`src/rtl/adder_sum_stage_pkg.sv`:
```
// Shared definitions for the adder sum stage: data width, buffer state encoding, flag bit indices.
// The optional flags output is enabled by defining ADDER_FLAGS_EN.
package adder_sum_stage_pkg;

  localparam int LEN_DATA = 32;

  typedef enum logic [1:0] {
    ST_EMPTY = 2'd0,
    ST_ONE   = 2'd1,
    ST_TWO   = 2'd2
  } buf_state_e;

  localparam int FLAG_ZERO = 0;
  localparam int FLAG_NEG  = 1;
  localparam int FLAG_OVF  = 2;

endpackage

```
`src/rtl/adder_sum_stage_if.sv`:
```
// Handshake and data bundle between the last prefix stage, the sum stage and the result mux.
// The flags signal exists only when ADDER_FLAGS_EN is defined.
interface adder_sum_stage_if
  import adder_sum_stage_pkg::*;
#(
    parameter int WIDTH = LEN_DATA
);
    logic             in_valid;
    logic             in_ready;
    logic [WIDTH-1:0] g_grp;
    logic [WIDTH-1:0] p_grp;
    logic [WIDTH-1:0] p_bit;
    logic             cin;
    logic             out_valid;
    logic             out_ready;
    logic [WIDTH-1:0] sum;
    logic             cout;
`ifdef ADDER_FLAGS_EN
    logic [2:0]       flags;
`endif

    modport master (
        output in_valid, g_grp, p_grp, p_bit, cin, out_ready,
        input  in_ready, out_valid, sum, cout
`ifdef ADDER_FLAGS_EN
        , input flags
`endif
    );

    modport slave (
        input  in_valid, g_grp, p_grp, p_bit, cin, out_ready,
        output in_ready, out_valid, sum, cout
`ifdef ADDER_FLAGS_EN
        , output flags
`endif
    );

endinterface

```
`src/rtl/adder_sum_stage_sum_carry_calc.sv`:
```
// Combinational carry resolution and sum formation from group generate/propagate vectors.
// Flag outputs (ovf/neg/zero) exist only when ADDER_FLAGS_EN is defined.
module sum_carry_calc
  import adder_sum_stage_pkg::*;
#(
    parameter int WIDTH = LEN_DATA
) (
    input  logic [WIDTH-1:0] g_grp,
    input  logic [WIDTH-1:0] p_grp,
    input  logic [WIDTH-1:0] p_bit,
    input  logic             cin,
    output logic [WIDTH-1:0] sum,
    output logic             cout
`ifdef ADDER_FLAGS_EN
    , output logic [2:0]     flags
`endif
);

    // c[i+1] is the carry out of span [i:0]; every carry only needs cin, not its neighbour.
    logic [WIDTH:0] carry;

    assign carry[0]       = cin;
    assign carry[WIDTH:1] = g_grp | (p_grp & {WIDTH{cin}});
    assign sum            = p_bit ^ carry[WIDTH-1:0];
    assign cout           = carry[WIDTH];

`ifdef ADDER_FLAGS_EN
    always_comb begin
        flags            = 3'b000;
        flags[FLAG_OVF]  = carry[WIDTH] ^ carry[WIDTH-1];
        flags[FLAG_NEG]  = sum[WIDTH-1];
        flags[FLAG_ZERO] = (sum == '0);
    end
`endif

endmodule

```
`src/rtl/adder_sum_stage.sv`:
```
// Registered final adder stage: computes sum/cout (and flags with ADDER_FLAGS_EN) and holds
// results in a two-entry head/skid buffer behind a valid/ready handshake.
module adder_sum_stage
  import adder_sum_stage_pkg::*;
#(
    parameter int WIDTH = LEN_DATA
) (
    input  logic             clk,
    input  logic             rst,
    adder_sum_stage_if.slave bus
);

    buf_state_e       state, state_next;
    logic             in_ready_q, out_valid_q;
    logic             accept, pop;
    logic             load_head_new, load_head_skid, load_skid;
    logic [WIDTH-1:0] calc_sum, head_sum, skid_sum;
    logic             calc_cout, head_cout, skid_cout;
`ifdef ADDER_FLAGS_EN
    logic [2:0]       calc_flags, head_flags, skid_flags;
`endif

    sum_carry_calc #(.WIDTH(WIDTH)) u_calc (
        .g_grp (bus.g_grp),
        .p_grp (bus.p_grp),
        .p_bit (bus.p_bit),
        .cin   (bus.cin),
        .sum   (calc_sum),
        .cout  (calc_cout)
`ifdef ADDER_FLAGS_EN
        , .flags (calc_flags)
`endif
    );

    assign accept = bus.in_valid & in_ready_q;
    assign pop    = out_valid_q & bus.out_ready;

    // NOTE: every always_comb output gets a default first so no path leaves it unassigned (no latch).
    always_comb begin
        state_next     = state;
        load_head_new  = 1'b0;
        load_head_skid = 1'b0;
        load_skid      = 1'b0;
        case (state)
            ST_EMPTY: begin
                if (accept) begin
                    state_next    = ST_ONE;
                    load_head_new = 1'b1;
                end
            end
            ST_ONE: begin
                if (accept && pop) begin
                    load_head_new = 1'b1;
                end else if (accept) begin
                    state_next = ST_TWO;
                    load_skid  = 1'b1;
                end else if (pop) begin
                    state_next = ST_EMPTY;
                end
            end
            ST_TWO: begin
                if (pop) begin
                    state_next     = ST_ONE;
                    load_head_skid = 1'b1;
                end
            end
            default: state_next = ST_EMPTY;
        endcase
    end

    // NOTE: sequential state uses non-blocking assignments so all registers update from pre-edge values.
    always_ff @(posedge clk) begin
        if (rst) begin
            state       <= ST_EMPTY;
            in_ready_q  <= 1'b1;
            out_valid_q <= 1'b0;
        end else begin
            state       <= state_next;
            in_ready_q  <= (state_next != ST_TWO);
            out_valid_q <= (state_next != ST_EMPTY);
        end
    end

    always_ff @(posedge clk) begin
        if (rst) begin
            head_sum   <= '0;
            head_cout  <= 1'b0;
`ifdef ADDER_FLAGS_EN
            head_flags <= 3'b000;
`endif
        end else if (load_head_new) begin
            head_sum   <= calc_sum;
            head_cout  <= calc_cout;
`ifdef ADDER_FLAGS_EN
            head_flags <= calc_flags;
`endif
        end else if (load_head_skid) begin
            head_sum   <= skid_sum;
            head_cout  <= skid_cout;
`ifdef ADDER_FLAGS_EN
            head_flags <= skid_flags;
`endif
        end
    end

    // NOTE: the skid entry is storage only; it is never visible unless state says it is valid, so it needs no reset.
    always_ff @(posedge clk) begin
        if (load_skid) begin
            skid_sum   <= calc_sum;
            skid_cout  <= calc_cout;
`ifdef ADDER_FLAGS_EN
            skid_flags <= calc_flags;
`endif
        end
    end

    assign bus.in_ready  = in_ready_q;
    assign bus.out_valid = out_valid_q;
    assign bus.sum       = head_sum;
    assign bus.cout      = head_cout;
`ifdef ADDER_FLAGS_EN
    assign bus.flags     = head_flags;
`endif

endmodule

```
`src/flat_wrapper.sv`:
```
// flat-port wrapper written by rule: the top's interface ports become plain ports
module adder_sum_stage_flat import adder_sum_stage_pkg::*;
#(
    parameter int WIDTH = LEN_DATA
)
  (clk, rst, bus_in_valid, bus_g_grp, bus_p_grp, bus_p_bit, bus_cin, bus_out_ready, bus_in_ready, bus_out_valid, bus_sum, bus_cout);
  adder_sum_stage_if #(.WIDTH(WIDTH)) bus_i ();
  input  logic clk;
  input  logic rst;
  input wire logic [$bits(bus_i.in_valid)-1:0] bus_in_valid;
  input wire logic [$bits(bus_i.g_grp)-1:0] bus_g_grp;
  input wire logic [$bits(bus_i.p_grp)-1:0] bus_p_grp;
  input wire logic [$bits(bus_i.p_bit)-1:0] bus_p_bit;
  input wire logic [$bits(bus_i.cin)-1:0] bus_cin;
  input wire logic [$bits(bus_i.out_ready)-1:0] bus_out_ready;
  output wire logic [$bits(bus_i.in_ready)-1:0] bus_in_ready;
  output wire logic [$bits(bus_i.out_valid)-1:0] bus_out_valid;
  output wire logic [$bits(bus_i.sum)-1:0] bus_sum;
  output wire logic [$bits(bus_i.cout)-1:0] bus_cout;
  assign bus_i.in_valid = bus_in_valid;
  assign bus_i.g_grp = bus_g_grp;
  assign bus_i.p_grp = bus_p_grp;
  assign bus_i.p_bit = bus_p_bit;
  assign bus_i.cin = bus_cin;
  assign bus_i.out_ready = bus_out_ready;
  assign bus_in_ready = bus_i.in_ready;
  assign bus_out_valid = bus_i.out_valid;
  assign bus_sum = bus_i.sum;
  assign bus_cout = bus_i.cout;
  adder_sum_stage #(.WIDTH(WIDTH)) u_core (.clk(clk), .rst(rst), .bus(bus_i));
endmodule
```
`config.mk`:
```
export PLATFORM = sky130hd
export DESIGN_NAME = adder_sum_stage_flat
export DESIGN_NICKNAME = d
export VERILOG_FILES = /design/src/rtl/adder_sum_stage_pkg.sv /design/src/rtl/adder_sum_stage_if.sv /design/src/rtl/adder_sum_stage_sum_carry_calc.sv /design/src/rtl/adder_sum_stage.sv /design/src/flat_wrapper.sv
export SDC_FILE = /design/constraint.sdc
export NUM_CORES = 1
export LEC_CHECK = 0
export ABC_CLOCK_PERIOD_IN_PS = 4200
export CAP_MARGIN = 20
export CORE_UTILIZATION = 43
export CTS_BUF_LIST = sky130_fd_sc_hd__clkbuf_4 sky130_fd_sc_hd__clkbuf_8
export CTS_CLUSTER_SIZE = 10
export DETAILED_ROUTE_END_ITERATION = 7
export GPL_ROUTABILITY_DRIVEN = 0
export PLACE_DENSITY = 0.82
export SYNTH_ARGS = -nofsm -noshare
export SYNTH_HDL_FRONTEND = slang
export SYNTH_SLANG_ARGS = --single-unit
```
`constraint.sdc`:
```
create_clock -name clk -period 4.2 [get_ports clk]
set_input_delay 0.84 -clock clk [delete_from_list [all_inputs] [get_ports clk]]
set_output_delay 0.84 -clock clk [all_outputs]
set_load 0.05 [all_outputs]
```
==> results of run 1 <==
[metal layers]
| layer | up-vias | part of all wire (%) |
|---|---|---|
| met4 | 0 | 1.9 |
| met2 | 94 | 49 |
| li1 | 1171 | - |
| met3 | 11 | 8.0 |
| met1 | 1089 | 41 |
| met5 | - | 0 |
[how the worst max path moves through the flow]
stage	to	start	slack [ns]	cells past startpoint
after global placement	u_core.skid_sum[19]$_DFFE_PP_	bus_in_valid	1.25	5
after floorplan	u_core.skid_cout$_DFFE_PP_	bus_in_valid	1.04	3
final	u_core.skid_sum[15]$_DFFE_PP_	bus_in_valid	1.54	5
after global routing	u_core.skid_sum[15]$_DFFE_PP_	bus_in_valid	1.46	5
after detailed placement	u_core.skid_sum[28]$_DFFE_PP_	bus_in_valid	1.20	5
after CTS	u_core.skid_sum[15]$_DFFE_PP_	bus_in_valid	1.56	5
[kinds of logic (layout without fill, tap and decap cells)]
logic type / after synthesis / in the layout / synth area share (%)
compound gates: 75 / 75 / 17.7
buf+inv: 16 / 159 / 3.35
simple gates: 10 / 10 / 2.49
mux: 32 / 32 / 10.5
xor+xnor: 33 / 33 / 9.44
flops: 70 / 70 / 56.6
[worst register-to-register path: stages, from the launching register on]
cell	delay, ns
dfxtp_1	0.45
and3b_1	0.21
nand2_1	0.12
a21oi_4	0.59
buf_4	0.36
[metrics by stage]
step | hold WS, ns | utilization (%) | setup WS, ns | std cells | power [mW]
floorplan | 0.464 | - | 1.04 | 236 | 1.12
global placement | 0.498 | 65.9 | 1.25 | 459 | 1.33
detailed placement | 0.507 | 65.9 | 1.20 | 459 | 1.34
CTS | 0.519 | 69.2 | 1.56 | 475 | 1.94
global route | 0.546 | 69.2 | 1.46 | 475 | 2.00
finish | 0.517 | 69.2 | 1.54 | 475 | 1.93
[cells in the mapped netlist]
master	instances
o2bb2ai_1	31
inv_1	2
nand4b_1	1
dfxtp_1	37
buf_2	10
mux2i_1	32
a221o_1	1
a221oi_1	1
a311oi_2	1
xnor2_1	32
o21ai_0	1
nand2_1	2
nor3_1	1
nand2b_1	2
o21ai_1	1
a21boi_4	1
nor2_1	1
a211oi_1	2
and3b_1	1
a21o_1	1
edfxtp_1	33
o31ai_1	1
xor2_1	1
buf_6	4
a2bb2o_2	1
a21oi_1	33
nor3_2	1
nand3b_4	1
[final cells by class]
| cell class | count | area [um^2] | share of cell area (%) |
|---|---|---|---|
| Clock inverter | 3 | 67.6 | 1.43 |
| Tap cell | 96 | 120 | 2.54 |
| Sequential cell | 70 | 1730 | 36.6 |
| Timing Repair Buffer | 141 | 1400 | 29.5 |
| Multi-Input combinational cell | 150 | 1250 | 26.4 |
| Inverter | 2 | 7.51 | 0.159 |
| Clock buffer | 13 | 160 | 3.39 |
[state kept, by name, indices dropped and copies added (netlist names)]
register and flops:
u_core.bus.out_valid 1, u_core.bus.cout 1, u_core.bus.sum 32, u_core.bus.in_ready 1, u_core.skid_sum 32, u_core.skid_cout 1, u_core.state 2
[power groups by stage]
stage | sequential (mW) | combinational, mW | clock [mW]
2_1_floorplan | 0.969 | 0.149 | 0
3_3_place_gp | 0.832 | 0.495 | 0
3_5_place_dp | 0.835 | 0.504 | 0
4_1_cts | 0.820 | 0.505 | 0.616
5_1_grt | 0.827 | 0.531 | 0.645
6_report | 0.820 | 0.501 | 0.607
==> summary.md, run 1 <==
| Metric | Value |
|---|---|
| Largest area contributor in the netlist | edfxtp_1 |
| Hold-fix buffers, CTS | 0 |
| Cell area after layout | between 4000 and 5000 um^2 |
| WP data required | 4.23 ns |
| # rows | 30 |
| # diodes | 0 |
| Reg-to-reg slack, setup | 2.16 ns |
| Slew @ Worst Pin | 0.954 ns |
| Reg-to-reg startpoint | u_core.bus.in_ready$_SDFF_PP1_ |
| Total of max-cap violations | 0 |
| Reg2Reg Depth | 4 |
| Via Count | 2365 |
| Count of input and output buffers | around 140 |
| CP arrival | 2.69 ns |
| Leakage | 1.81 nW |
| Residual DRC | 0 |
| Vias per Instance | 4.98 |
| Seq/Total Area, Yosys | 56.6% |
| Hold EP | u_core.bus.cout$_SDFFE_PP0P_ |
| Sum Neg Setup Slack | 0 ns |
| Critical-path maximum fanout | 21 |
| # H-tree levels | 3 |
| Die X | 86.4 um |
| Synth Register Bits | 70 |
| Die area | 7460 um^2 |
| CTS Root Cell | clkbuf_8 |
| Leading cell type in the layout, fill and taps excluded | clkdlybuf4s50_1 |
| Critical path cell sequence | clkdlybuf4s50_1 -> and3b_1 -> nand2_1 -> a21oi_4 -> buf_4 |
| Yosys top cell area share | between 30% and 40% |
| First-pass GRT wire length | approximately 11000 um |
| Largest stage delay, worst path | approximately 0.6 ns |
| RSZ-0062 raised after global routing | no |
| Crit share post-route | 63.4% |
| CTS tree | yes |
| DRT Pass-1 Iters | 4 |
| CP max stage cell | a21oi_4 |
| Reg-to-reg endpoint | u_core.skid_sum[15]$_DFFE_PP_ |
| Fin. Hold Viols | 0 |
| Fmax | 0.375 GHz |
| Dpl cell area | roughly 4500 um^2 |
| Power Density | a little over 400 nW/um^2 |
| Dpl hpwl | 5110 um |
| Critical path buffer and inverter count | 2 |
| Latest clock arrival within the worst-skew pair | 0.33 ns |
| Post-CTS setup buffer count | 0 |
| Path type of the worst setup path | input port to flop |
| Area Growth Syn to Fin | 54.6% |
| Final WL | approximately 6800 um |
| Max Root-Sink Buffers | 2 |
| Post-Syn Area | about 3100 um^2 |
| Floorplan core area | 6830 um^2 |
| Worst slew margin | 36.4% |
| Clock slew at reported path FFs | 0.06 ns |
| Syn_nets | around 340 |
| DRT iter0 DRCs | 44 |
| Num CTS Buffers | 9 |
| Initial Util | 44.8% |
| Min-delay src | u_core.bus.cout$_SDFFE_PP0P_ |
| Vias in the first global route | 2250 |
| Most frequent cells in the layout | clkdlybuf4s50_1, dfxtp_1, edfxtp_1 |
| Post-route antenna net violation count | 0 |
| Clk pwr share | 31.5% |
| Met1 GRT Util | a little under a quarter |
| Post-CTS Resized | 0 |
| VDD IR max | ~0.23 mV |
| Sequential Power Share | 42.5% |
| Combinational fraction of design power | 26.0% |
| Hold depth | 2 |
| Crit. End Element | flop |
| Layout cell share with drive strength beyond 1 | 7.65% |
| Number of clock sinks | 70 |
| Setup Viol. Count Final | 0 |
| Mean routed wirelength per cell | 14.3 um |
| Grt met2 use | 31.5% |
| Avg Inst Size Synth | approximately 13 um^2 |
| Ranking of synthesized cells by area | edfxtp_1, dfxtp_1, mux2i_1 |
| Fillers | ~530 |
| Mapped Cells | 236 |
| Hold Crit Class | flop to flop |
| Largest net degree at the start of global routing | 26 |
| Max Clock Skew | roughly 0.0086 ns |
| Slew Viols, Final | 0 |
| Sw Pwr | 0.543 mW |
| Crit path max-delay family | buffers and inverters |
| Int Power | between 1 and 1.5 mW |
| Final min period | between 2 and 3 ns |
| Nets | 475 |
| Synth unique cells | 28 |
| Global route overflow | 0 |
| DIE HEIGHT | between 80 and 90 um |
| Ys Warns | 0 |
| GR Util All Layers | 19.2% |
| Sw Share | 28.2% |
| Initial antenna violation count | 0 |
| Met3 Usage GRT | 5.24% |
| Critical path launch point type | input port |
| Most Used Layer, Global Route | met2 |
| Status | finished clean |
| Num ports | 136 |
No activity file was read; power rests on OpenSTA's default activity.
==> inputs of run 2 (changes only) <==
- ABC_CLOCK_PERIOD_IN_PS: 4200 -> 2500
- clock period: 4.2 -> 2.5 ns (I/O delays scaled with it)
==> run 2 against run 1 <==
  * Setup slack worse by 1.2 ns
  * Worst hold slack got worse by 0.0026 ns
  * Sequential power increased by 68%
  * Total power grew 54%
  * Clock skew down 0.0053 ns
  * Flip-flop and latch count unchanged
  * Register-to-register slack worse by 1.5 ns
==> summary.md, run 2 (same netlist as run 1, synthesis figures left out) <==
| Metric | Value |
|---|---|
| Slew @ Worst Pin | 0.719 ns (-0.236 ns) |
| Count of input and output buffers | 135 (unchanged) |
| Slew Viols, Final | 0 (unchanged) |
| Initial antenna violation count | 0 (unchanged) |
| Vias in the first global route | 2404 (+6.8%) |
| Max Root-Sink Buffers | 2 (unchanged) |
| Power Density | 633 nW/um^2 (+56%) |
| Hold EP | u_core.bus.cout$_SDFFE_PP0P_ |
| Die X | 86.4 um (unchanged) |
| Post-route antenna net violation count | 0 (unchanged) |
| Post-CTS Resized | 0 (unchanged) |
| Residual DRC | 0 (unchanged) |
| Sum Neg Setup Slack | 0 ns (unchanged) |
| First-pass GRT wire length | 11200 um (+4.0%) |
| CTS Root Cell | clkbuf_8 |
| Path type of the worst setup path | flop to output port |
| CP arrival | 1.71 ns (-0.98 ns) |
| Hold Crit Class | flop to flop |
| Nets | 480 (+1.1%) |
| Combinational fraction of design power | 28.6% (+2.6 points) |
| Clock slew at reported path FFs | 0.07 ns (about the same) |
| Max Clock Skew | 0.00326 ns (-0.00532 ns) |
| Hold-fix buffers, CTS | 0 (unchanged) |
| Leading cell type in the layout, fill and taps excluded | clkdlybuf4s50_1 |
| Critical path cell sequence | clkdlybuf4s50_1 |
| Leakage | 1.80 nW (-0.26%) |
| Clk pwr share | 25.2% (-6.3 points) |
| Reg2Reg Depth | 4 (unchanged) |
| Reg-to-reg slack, setup | 0.70 ns (-1.46 ns) |
| Int Power | 2.07 mW (+49%) |
| Vias per Instance | 5.01 (+0.59%) |
| # diodes | 0 (unchanged) |
| Crit path max-delay family | buffers and inverters |
| # rows | 30 (unchanged) |
| Largest net degree at the start of global routing | 21 (-19%) |
| Crit path depth | 1 (-4) |
| Hold depth | 2 (unchanged) |
| Largest stage delay, worst path | 0.87 ns (+0.28 ns) |
| Number of clock sinks | 70 (unchanged) |
| GR Util All Layers | 19.7% (+0.58 points) |
| Sequential Power Share | 46.2% (+3.7 points) |
| Die area | 7460 um^2 (unchanged) |
| Initial Util | 44.8% (unchanged) |
| Sw Share | 30.6% (+2.4 points) |
| Fin. Hold Viols | 0 (unchanged) |
| Critical path launch point type | flop |
| Critical path buffer and inverter count | 1 (-1) |
| Area Growth Syn to Fin | 53.6% |
| WP data required | 2.00 ns (-2.23 ns) |
| Layout cell share with drive strength beyond 1 | 8.62% (+0.96 points) |
| Floorplan core area | 6830 um^2 (unchanged) |
| Layout Utilization | 68.8% (-0.46 points) |
| Total power draw | 2.98 mW (+54%) |
| Num ports | 136 (unchanged) |
| CP max stage cell | clkdlybuf4s50_1 |
| VDD IR max | 0.343 mV (+51%) |
| Min-delay src | u_core.bus.cout$_SDFFE_PP0P_ |
| Global route overflow | 0 (unchanged) |
| Fillers | 554 (+3.9%) |
| Post-CTS setup buffer count | 0 (unchanged) |
| # H-tree levels | 3 (unchanged) |
| Sw Pwr | 0.910 mW (+68%) |
| DRT Pass-1 Iters | 4 (unchanged) |
| Latest clock arrival within the worst-skew pair | 0.32 ns (about the same) |
| Total of max-cap violations | 0 (unchanged) |
| Dpl hpwl | 5270 um (+3.1%) |
| RSZ-0062 raised after global routing | no |
| Critical-path maximum fanout | 6 (-71%) |
| DIE HEIGHT | 86.4 um (unchanged) |
| Fmax | ~0.45 GHz |
| Setup Viol. Count Final | 0 (unchanged) |
| Via Count | 2399 (+1.4%) |
| Crit. End Element | output port |
| Reg-to-reg startpoint | u_core.bus.out_valid$_SDFF_PP0_ |
| Most frequent cells in the layout | clkdlybuf4s50_1, dfxtp_1, edfxtp_1 |
| DRT iter0 DRCs | 47 (+6.8%) |
| Reg-to-reg endpoint | u_core.bus.sum[12]$_SDFFE_PP0P_ |
| Crit share post-route | 88.3% |
| Final WL | 6990 um (+2.7%) |
| CTS tree | yes |
| Mean routed wirelength per cell | 14.6 um (+1.9%) |
| Final min period | approximately 2.2 ns |
| Status | finished clean |
| Num CTS Buffers | 9 (unchanged) |
| Worst slew margin | 51.9% (+16 points) |
==> run 2: changes by cell type in the layout (fill, tap and decap cells not counted) <==
cell,before,now
buf_4,6,11
clkbuf_8,10,9
clkbuf_4,3,1
bufinv_16,2,0
clkinv_2,0,4
==> run 2: final cells by class <==
| cell class | count | area, um^2 | area share, % |
|---|---|---|---|
| clock inverter | 5 | 27.5 | 0.586 |
| tap | 96 | 120 | 2.56 |
| timing repair buffer | 146 | 1430 | 30.5 |
| clock buffer | 10 | 131 | 2.80 |
| multi-input combinational | 150 | 1250 | 26.5 |
| inverter | 2 | 7.51 | 0.160 |
| sequential | 70 | 1730 | 36.8 |
==> run 2: power by group through the flow <==
| stage | sequential, mW | combinational (mW) | clock, mW |
|---|---|---|---|
| 6_report | 1.38 | 0.851 | 0.749 |
| 3_5_place_dp | 1.40 | 0.855 | 0 |
| 5_1_grt | 1.39 | 0.900 | 0.824 |
| 2_1_floorplan | 1.63 | 0.250 | 0 |
| 4_1_cts | 1.38 | 0.858 | 0.770 |
| 3_3_place_gp | 1.40 | 0.841 | 0 |
==> run 2: stage by stage <==
stage / instance area, um^2 / worst slack (ns) / hold slack [ns] / instances
2_1_floorplan: 3060 / 0.121 / 0.464 / 236
3_3_place_gp: 4540 / 0.167 / 0.496 / 464
3_5_place_dp: 4540 / 0.0760 / 0.492 / 464
4_1_cts: 4700 / 0.268 / 0.507 / 479
5_1_grt: 4700 / 0.224 / 0.550 / 479
6_report: 4700 / 0.293 / 0.514 / 479
==> run 2: how the worst max path moves through the flow <==
| stage | from | to | slack (ns) |
|---|---|---|---|
| final | u_core.bus.out_valid$_SDFF_PP0_ | bus_out_valid | 0.29 |
| after global routing | u_core.bus.out_valid$_SDFF_PP0_ | bus_out_valid | 0.22 |
| after CTS | u_core.bus.out_valid$_SDFF_PP0_ | bus_out_valid | 0.27 |
| after detailed placement | bus_in_valid | u_core.bus.sum[12]$_SDFFE_PP0P_ | 0.08 |
| after global placement | bus_in_valid | u_core.bus.sum[14]$_SDFFE_PP0P_ | 0.17 |
| after floorplan | u_core.bus.in_ready$_SDFF_PP1_ | u_core.skid_cout$_DFFE_PP_ | 0.12 |
==> run 2: per-layer routing <==
metal / part of all wire, % / track usage [%]
met5: 0 / 0
met4: 0.83 / 7.42
met3: 7.8 / 6.10
met2: 52 / 35.0
met1: 39 / 22.3
